--- config.mk ---
export PLATFORM = sky130hd
export DESIGN_NAME = sa_a_skew_feeder
export DESIGN_NICKNAME = d
export VERILOG_FILES = /design/src/rtl/sa_a_skew_feeder.sv
export SDC_FILE = /design/constraint.sdc
export NUM_CORES = 1
export LEC_CHECK = 0
export BUFFER_PORTS_ARGS = -buffer_cell sky130_fd_sc_hd__buf_2
export CAP_MARGIN = 20
export CORE_MARGIN = 10
export CORE_UTILIZATION = 37
export CTS_BUF_LIST = sky130_fd_sc_hd__clkbuf_8
export CTS_CLUSTER_DIAMETER = 40
export DETAILED_ROUTE_END_ITERATION = 16
export PLACE_DENSITY_LB_ADDON = 0.08
export SETUP_SLACK_MARGIN = 0.15
export SKIP_CTS_REPAIR_TIMING = 1
export SYNTH_ARGS = -nofsm -noshare
export SYNTH_HDL_FRONTEND = slang
export SYNTH_SLANG_ARGS = --single-unit
--- constraint.sdc ---
create_clock -name Clock -period 8.3 [get_ports Clock]
set_input_delay 1.66 -clock Clock [delete_from_list [all_inputs] [get_ports Clock]]
set_output_delay 1.66 -clock Clock [all_outputs]
set_load 0.02 [all_outputs]
--- src/rtl/sa_a_skew_feeder.sv ---
// sa_a_skew_feeder
//   Feeds the left edge of an NxN systolic PE array. A column-vectors arrive on a
//   valid/ready stream and are buffered in a small FIFO. On an accepted start the block
//   does the following, in order:
//     - clears the array accumulators for one cycle;
//     - streams cfg_len vectors onto a_out with diagonal skew, so that row i lags row 0
//       by i advance steps;
//     - flushes the skew pipeline with N-1 zero vectors;
//     - pulses done.
//
// Ports
//   Clock, rst_n     clock (rising edge), asynchronous active-low reset
//   s_valid/s_ready  input vector handshake; s_data lane i = [i*DW +: DW] -> row i
//   start, cfg_len   burst request (IDLE only) and burst length in vectors
//   a_out            skewed A data, lane i drives row i a_in
//   en_shift_right   array A-shift enable, aligned with a_out
//   data_clear       array accumulator clear, aligned with a_out
//   busy, done       burst in progress / one-cycle end-of-burst pulse
//   fifo_count       vectors currently buffered
module sa_a_skew_feeder #(
    parameter int N     = 4,
    parameter int DW    = 16,
    parameter int DEPTH = 8
) (
    input  logic                         Clock,
    input  logic                         rst_n,
    input  logic                         s_valid,
    output logic                         s_ready,
    input  logic [N*DW-1:0]              s_data,
    input  logic                         start,
    input  logic [$clog2(DEPTH+1)-1:0]   cfg_len,
    output logic [N*DW-1:0]              a_out,
    output logic                         en_shift_right,
    output logic                         data_clear,
    output logic                         busy,
    output logic                         done,
    output logic [$clog2(DEPTH+1)-1:0]   fifo_count
);

    localparam int CW = $clog2(DEPTH + 1);
    localparam int AW = (DEPTH > 1) ? $clog2(DEPTH) : 1;
    localparam int FW = (N > 1) ? $clog2(N) : 1;

    localparam logic [1:0] S_IDLE  = 2'd0;
    localparam logic [1:0] S_CLEAR = 2'd1;
    localparam logic [1:0] S_RUN   = 2'd2;
    localparam logic [1:0] S_FLUSH = 2'd3;

    logic [1:0]      state_reg;
    logic [CW-1:0]   remain_reg;
    logic [FW-1:0]   flush_reg;
    logic [CW-1:0]   count_reg;
    logic [CW-1:0]   count_next;
    logic [AW-1:0]   wr_ptr_reg;
    logic [AW-1:0]   rd_ptr_reg;
    logic            s_ready_reg;
    logic            en_reg;
    logic            clear_reg;
    logic            done_reg;
    logic [N*DW-1:0] mem [DEPTH];
    logic [N*DW-1:0] rd_data;

    logic push;
    logic pop;
    logic advance;
    logic clear_cyc;
    logic start_ok;
    logic last_pop;
    logic burst_end;

    // s_ready is a register, so a push can never land on a full FIFO.
    assign push      = s_valid & s_ready_reg;
    assign pop       = (state_reg == S_RUN) && (count_reg != '0);
    assign advance   = pop || (state_reg == S_FLUSH);
    assign clear_cyc = (state_reg == S_CLEAR);
    assign start_ok  = (state_reg == S_IDLE) && start && (cfg_len != '0)
                       && (cfg_len <= CW'(DEPTH));
    assign last_pop  = pop && (remain_reg == CW'(1));
    // With a single row there is no skew to flush, so the burst ends on the last pop.
    assign burst_end = (last_pop && (N == 1))
                       || ((state_reg == S_FLUSH) && (flush_reg == FW'(1)));
    assign rd_data   = mem[rd_ptr_reg];

    always_comb begin
        count_next = count_reg;
        if (push && !pop) begin
            count_next = count_reg + 1'b1;
        end else if (pop && !push) begin
            count_next = count_reg - 1'b1;
        end
    end

    // FIFO storage: write-only port; the read side is a plain array lookup.
    always_ff @(posedge Clock) begin
        if (push) begin
            mem[wr_ptr_reg] <= s_data;
        end
    end

    always_ff @(posedge Clock or negedge rst_n) begin
        if (!rst_n) begin
            count_reg   <= '0;
            wr_ptr_reg  <= '0;
            rd_ptr_reg  <= '0;
            s_ready_reg <= 1'b0;
        end else begin
            count_reg   <= count_next;
            s_ready_reg <= (count_next < CW'(DEPTH));
            if (push) begin
                wr_ptr_reg <= wr_ptr_reg + 1'b1;
            end
            if (pop) begin
                rd_ptr_reg <= rd_ptr_reg + 1'b1;
            end
        end
    end

    // Burst sequencer.
    always_ff @(posedge Clock or negedge rst_n) begin
        if (!rst_n) begin
            state_reg  <= S_IDLE;
            remain_reg <= '0;
            flush_reg  <= '0;
        end else begin
            case (state_reg)
                S_IDLE: begin
                    if (start_ok) begin
                        state_reg  <= S_CLEAR;
                        remain_reg <= cfg_len;
                    end
                end
                S_CLEAR: begin
                    state_reg <= S_RUN;
                end
                S_RUN: begin
                    if (pop) begin
                        remain_reg <= remain_reg - 1'b1;
                        if (remain_reg == CW'(1)) begin
                            if (N == 1) begin
                                state_reg <= S_IDLE;
                            end else begin
                                state_reg <= S_FLUSH;
                                flush_reg <= FW'(N - 1);
                            end
                        end
                    end
                end
                S_FLUSH: begin
                    flush_reg <= flush_reg - 1'b1;
                    if (flush_reg == FW'(1)) begin
                        state_reg <= S_IDLE;
                    end
                end
                default: begin
                    state_reg <= S_IDLE;
                end
            endcase
        end
    end

    // Controls are registered in the same stage as a_out so the array sees them together.
    always_ff @(posedge Clock or negedge rst_n) begin
        if (!rst_n) begin
            en_reg    <= 1'b0;
            clear_reg <= 1'b0;
            done_reg  <= 1'b0;
        end else begin
            en_reg    <= advance;
            clear_reg <= clear_cyc;
            done_reg  <= burst_end;
        end
    end

    // Per-lane skew: lane i passes through i delay stages, then the shared output stage.
    // During flush nothing is popped, so zeros are injected.
    for (genvar gi = 0; gi < N; gi++) begin : g_lane
        logic [DW-1:0] lane_in;
        logic [DW-1:0] tap;
        logic [DW-1:0] out_q;

        assign lane_in = pop ? rd_data[gi*DW +: DW] : '0;

        if (gi == 0) begin : g_direct
            assign tap = lane_in;
        end else begin : g_delay
            logic [DW-1:0] line [gi];

            always_ff @(posedge Clock or negedge rst_n) begin
                if (!rst_n) begin
                    for (int j = 0; j < gi; j++) begin
                        line[j] <= '0;
                    end
                end else if (clear_cyc) begin
                    for (int j = 0; j < gi; j++) begin
                        line[j] <= '0;
                    end
                end else if (advance) begin
                    line[0] <= lane_in;
                    for (int j = 1; j < gi; j++) begin
                        line[j] <= line[j-1];
                    end
                end
            end

            assign tap = line[gi-1];
        end

        always_ff @(posedge Clock or negedge rst_n) begin
            if (!rst_n) begin
                out_q <= '0;
            end else if (clear_cyc) begin
                out_q <= '0;
            end else if (advance) begin
                out_q <= tap;
            end
        end

        assign a_out[gi*DW +: DW] = out_q;
    end

    assign s_ready        = s_ready_reg;
    assign en_shift_right = en_reg;
    assign data_clear     = clear_reg;
    assign done           = done_reg;
    assign busy           = (state_reg != S_IDLE);
    assign fifo_count     = count_reg;

endmodule

==> run_results.csv <==
group,metric,value,unit
worst_hold_path,hp-class,"reg -> reg",
critical_path,worst_path_max_delay_cell,"buf_4",
grt,grt_pass1_vias,14600,
power,combPwrFrac,0.304,
grt,grt_max_degree,77,
sta,clock.fmax,270,MHz
place,port_buffers,144,
grt,grt_pass1_wl,93300,µm
route,first_pass_iters,5,
synthesis,async_flop_share,0.262,
sta,final_max_slew_viol_count,0,
critical_path,setup.worst_path.start_class,"input pin",
synthesis,synthMuxAreaShare,0.134,
sta,tightest_slew,1010,ps
synthesis,synth_top_flop_cell,"edfxtp_1",
power,max-vdd-ir-drop,0.191,mV
finish,drive_gt1_frac,0.275,
route,wl,61100,µm
synthesis,synthTopCellsByArea,"edfxtp_1 58%, dfrtp_1 17%, mux4_2 11%",
sta,skew,32.4,ps
die,dieArea,0.0828,mm²
run_status,status,"finished, final reports clean",
critical_path,cpMostUsedCell,"nand2_1",
clock_tree,clk-insertion-delay-late,720,ps
clock_tree,root_buffer,"clkbuf_8",
place,dp_hpwl,34400,µm
power,power_leakage,11.2,nW
synthesis,synth_area,0.0265,mm²
synthesis,synth_xor_area_frac,0.00198,
synthesis,synth-edff-count,512,
sta,hold_violations,0,
finish,synthToLayoutAreaGrowth,16.1,%
critical_path,reg2reg_depth,5,
sta,setup_viol,0,
route,vias,13700,
critical_path,critPathMaxStageDelay,750,ps
critical_path,cp-startpoint,"s_valid",
critical_path,crit_buf_inv,3,
die,die_y,288,µm
clock_tree,numCtsBuffers,121,
clock_tree,cts_tree,"built",
finish,largest_reg_flops,512,
synthesis,synth_simple_gate_area_frac,0.0379,
power,power_frac_clock,0.277,
synthesis,synthCells,1478,
critical_path,worst_ep_arrival_time,4030,ps
critical_path,cp_cell_sequence,"buf_2 > nand2_1 > inv_1 > nand2_1 > nor2_4 > buf_4",
power,power_density,363,mW/mm²
worst_hold_path,hold_end,"g_lane[0].out_q[9]$_DFFE_PN0P_",
synthesis,yosys.area.top_type_share,0.580,
power,p_total,11.2,mW
sta,fin_crit,3700,ps
critical_path,rr_startpoint,"rd_ptr_reg[0]$_DFFE_PN0P_",
synthesis,yosys.area_share.adder,0.00661,
synthesis,syn-num-nets,1564,
sta,slew_headroom,0.328,
clock_tree,cts.sinks,694,
critical_path,crit_family,"simple AND/OR/NAND/NOR gates",
die,die_w,288,µm
power,internal_power,7.37,mW
synthesis,ys_ff_latch,694,
synthesis,synth_cell_types,44,
route,drt-initial-drc-count,942,
power,switching_share,0.341,
clock_tree,cts_buffer_depth,3,
route,viasPerCell,4.99,
power,p_switching,3.81,mW
clock_tree,clk_pin_slew_worst_paths,50,ps
route,drcViolationCount,0,
flow_run,drv_cap,0,
die,initial_utilization,0.372,
critical_path,crit_type,"in -> reg",
synthesis,syn_avg_cell_area,17.9,µm²
critical_path,reg2reg_to,"g_lane[0].out_q[5]$_DFFE_PN0P_",
sta,setup_tns,0,ps
synthesis,yosysTopAreaCell,"edfxtp_1",
power,p_seq_frac,0.419,
critical_path,path_max_fanout,43,
worst_hold_path,min_from,"g_lane[0].out_q[9]$_DFFE_PN0P_",
worst_hold_path,hold_depth,1,
die,rows,98,
sta,rsz0062_at_grt,"no",
place,gp_congestion,0.687,
sta,period_share,0.446,
die,ios,145,
synthesis,ys_warn_count,0,
route,drtAntennaViolNets,0,
finish,top_register,"mem",
critical_path,worst_setup_path_end_kind,"flip-flop",
finish,largestRegisters,"mem (512), g_lane.out_q (64), g_lane.g_delay.line (64)",
die,core,0.0712,mm²
synthesis,seq_area_frac_synth,0.751,
critical_path,reg2reg_setup_slack,5070,ps
synthesis,synth_top_family_by_area,"multiplexers",
grt,grt-ovfl-total,0,
clock_tree,cts.htree.levels,3,
finish,nNetsFinal,1770,
critical_path,cp_data_required_time,8630,ps
synthesis,synth_compound_area_frac,0.0503,
route,wl_per_cell,22.3,µm
grt,grt.total_usage,0.148,
grt,antenna_found_initial,16,
-- power groups by stage --
stage,Sequential [mW],Combinational [mW],Clock (mW)
after floorplan,4.79,2.37,0
after global placement,4.74,3.49,0
after detailed placement,4.75,3.52,0
after CTS,4.69,3.52,3.20
after global routing,4.75,3.78,3.38
final,4.68,3.40,3.10
-- per-stage QoR --
step	utilization	worst slack (ps)	hold slack (ps)	cells	cell area, µm²
after floorplan	-	1330	456	1478	26500
after global placement	0.398	3820	468	2511	28300
after detailed placement	0.398	3790	472	2511	28300
after CTS	0.432	4570	486	2737	30800
after global routing	0.432	4450	501	2738	30800
final	0.432	4600	479	2739	30800
-- final cells by class --
cell class,count,area [µm²]
Inverter,18,70.1
Antenna cell,2,5.00
Tap cell,950,1190
Clock buffer,131,1800
Clock inverter,95,634
Fill cell,6378,40500
Multi-Input combinational cell,677,6200
Sequential cell,694,19900
Timing Repair Buffer,172,941
-- logic make-up after synthesis --
logic type / Yosys count
buffers and inverters: 107
AOI/OAI and AO/OA: 215
adders and majority gates: 14
and+or+nand+nor: 246
xor gates and xnor gates: 6
DFF: 694
muxes: 196
-- how the worst max path moves through the flow --
stage	endpoint	cells past startpoint
global route	mem[6][30]$_DFFE_PP_	6
CTS	mem[6][53]$_DFFE_PP_	6
finish	mem[6][4]$_DFFE_PP_	6
global placement	mem[6][21]$_DFFE_PP_	6
floorplan	mem[4][0]$_DFFE_PP_	4
detailed placement	mem[6][21]$_DFFE_PP_	6
-- layer usage --
| metal | GRT usage | up-vias | routed length, µm |
|---|---|---|---|
| met1 | 0.199 | 7060 | 27300 |
| met2 | 0.239 | 301 | 29400 |
| met5 | 0 | - | 76 |
| li1 | - | 6194 | - |
| met4 | 0.0447 | 12 | 1190 |
| met3 | 0.0336 | 105 | 3140 |
-- cell usage in the layout, fill, tap and decap left out, drive strengths merged, types with 14 or more instances in the layout --
cell type / n
mux4: 128
o2bb2ai: 33
ha: 14
clkinv: 44
clkbuf: 131
inv: 58
buf: 172
a21oi: 132
edfxtp: 512
dfrtp: 182
mux2i: 66
a211oi: 33
nand2: 208
-- cell usage after synthesis, drive strengths merged, types with 2 or more instances --
cell and n:
edfxtp 512, nand2 208, dfrtp 182, a21oi 132, mux4 128, mux2i 66
buf 49, clkbuf 40, a211oi 33, o2bb2ai 33, inv 18, ha 14
nor2 8, nor3 7, xnor2 6, o21ai 5, nand2b 4, o211ai 3
and2 2, and3 2, mux2 2, nand3 2, nand4 2, nor2b 2
nor3b 2, nor4 2, or3 2
Note: power is estimated with default switching activity, not from simulation.
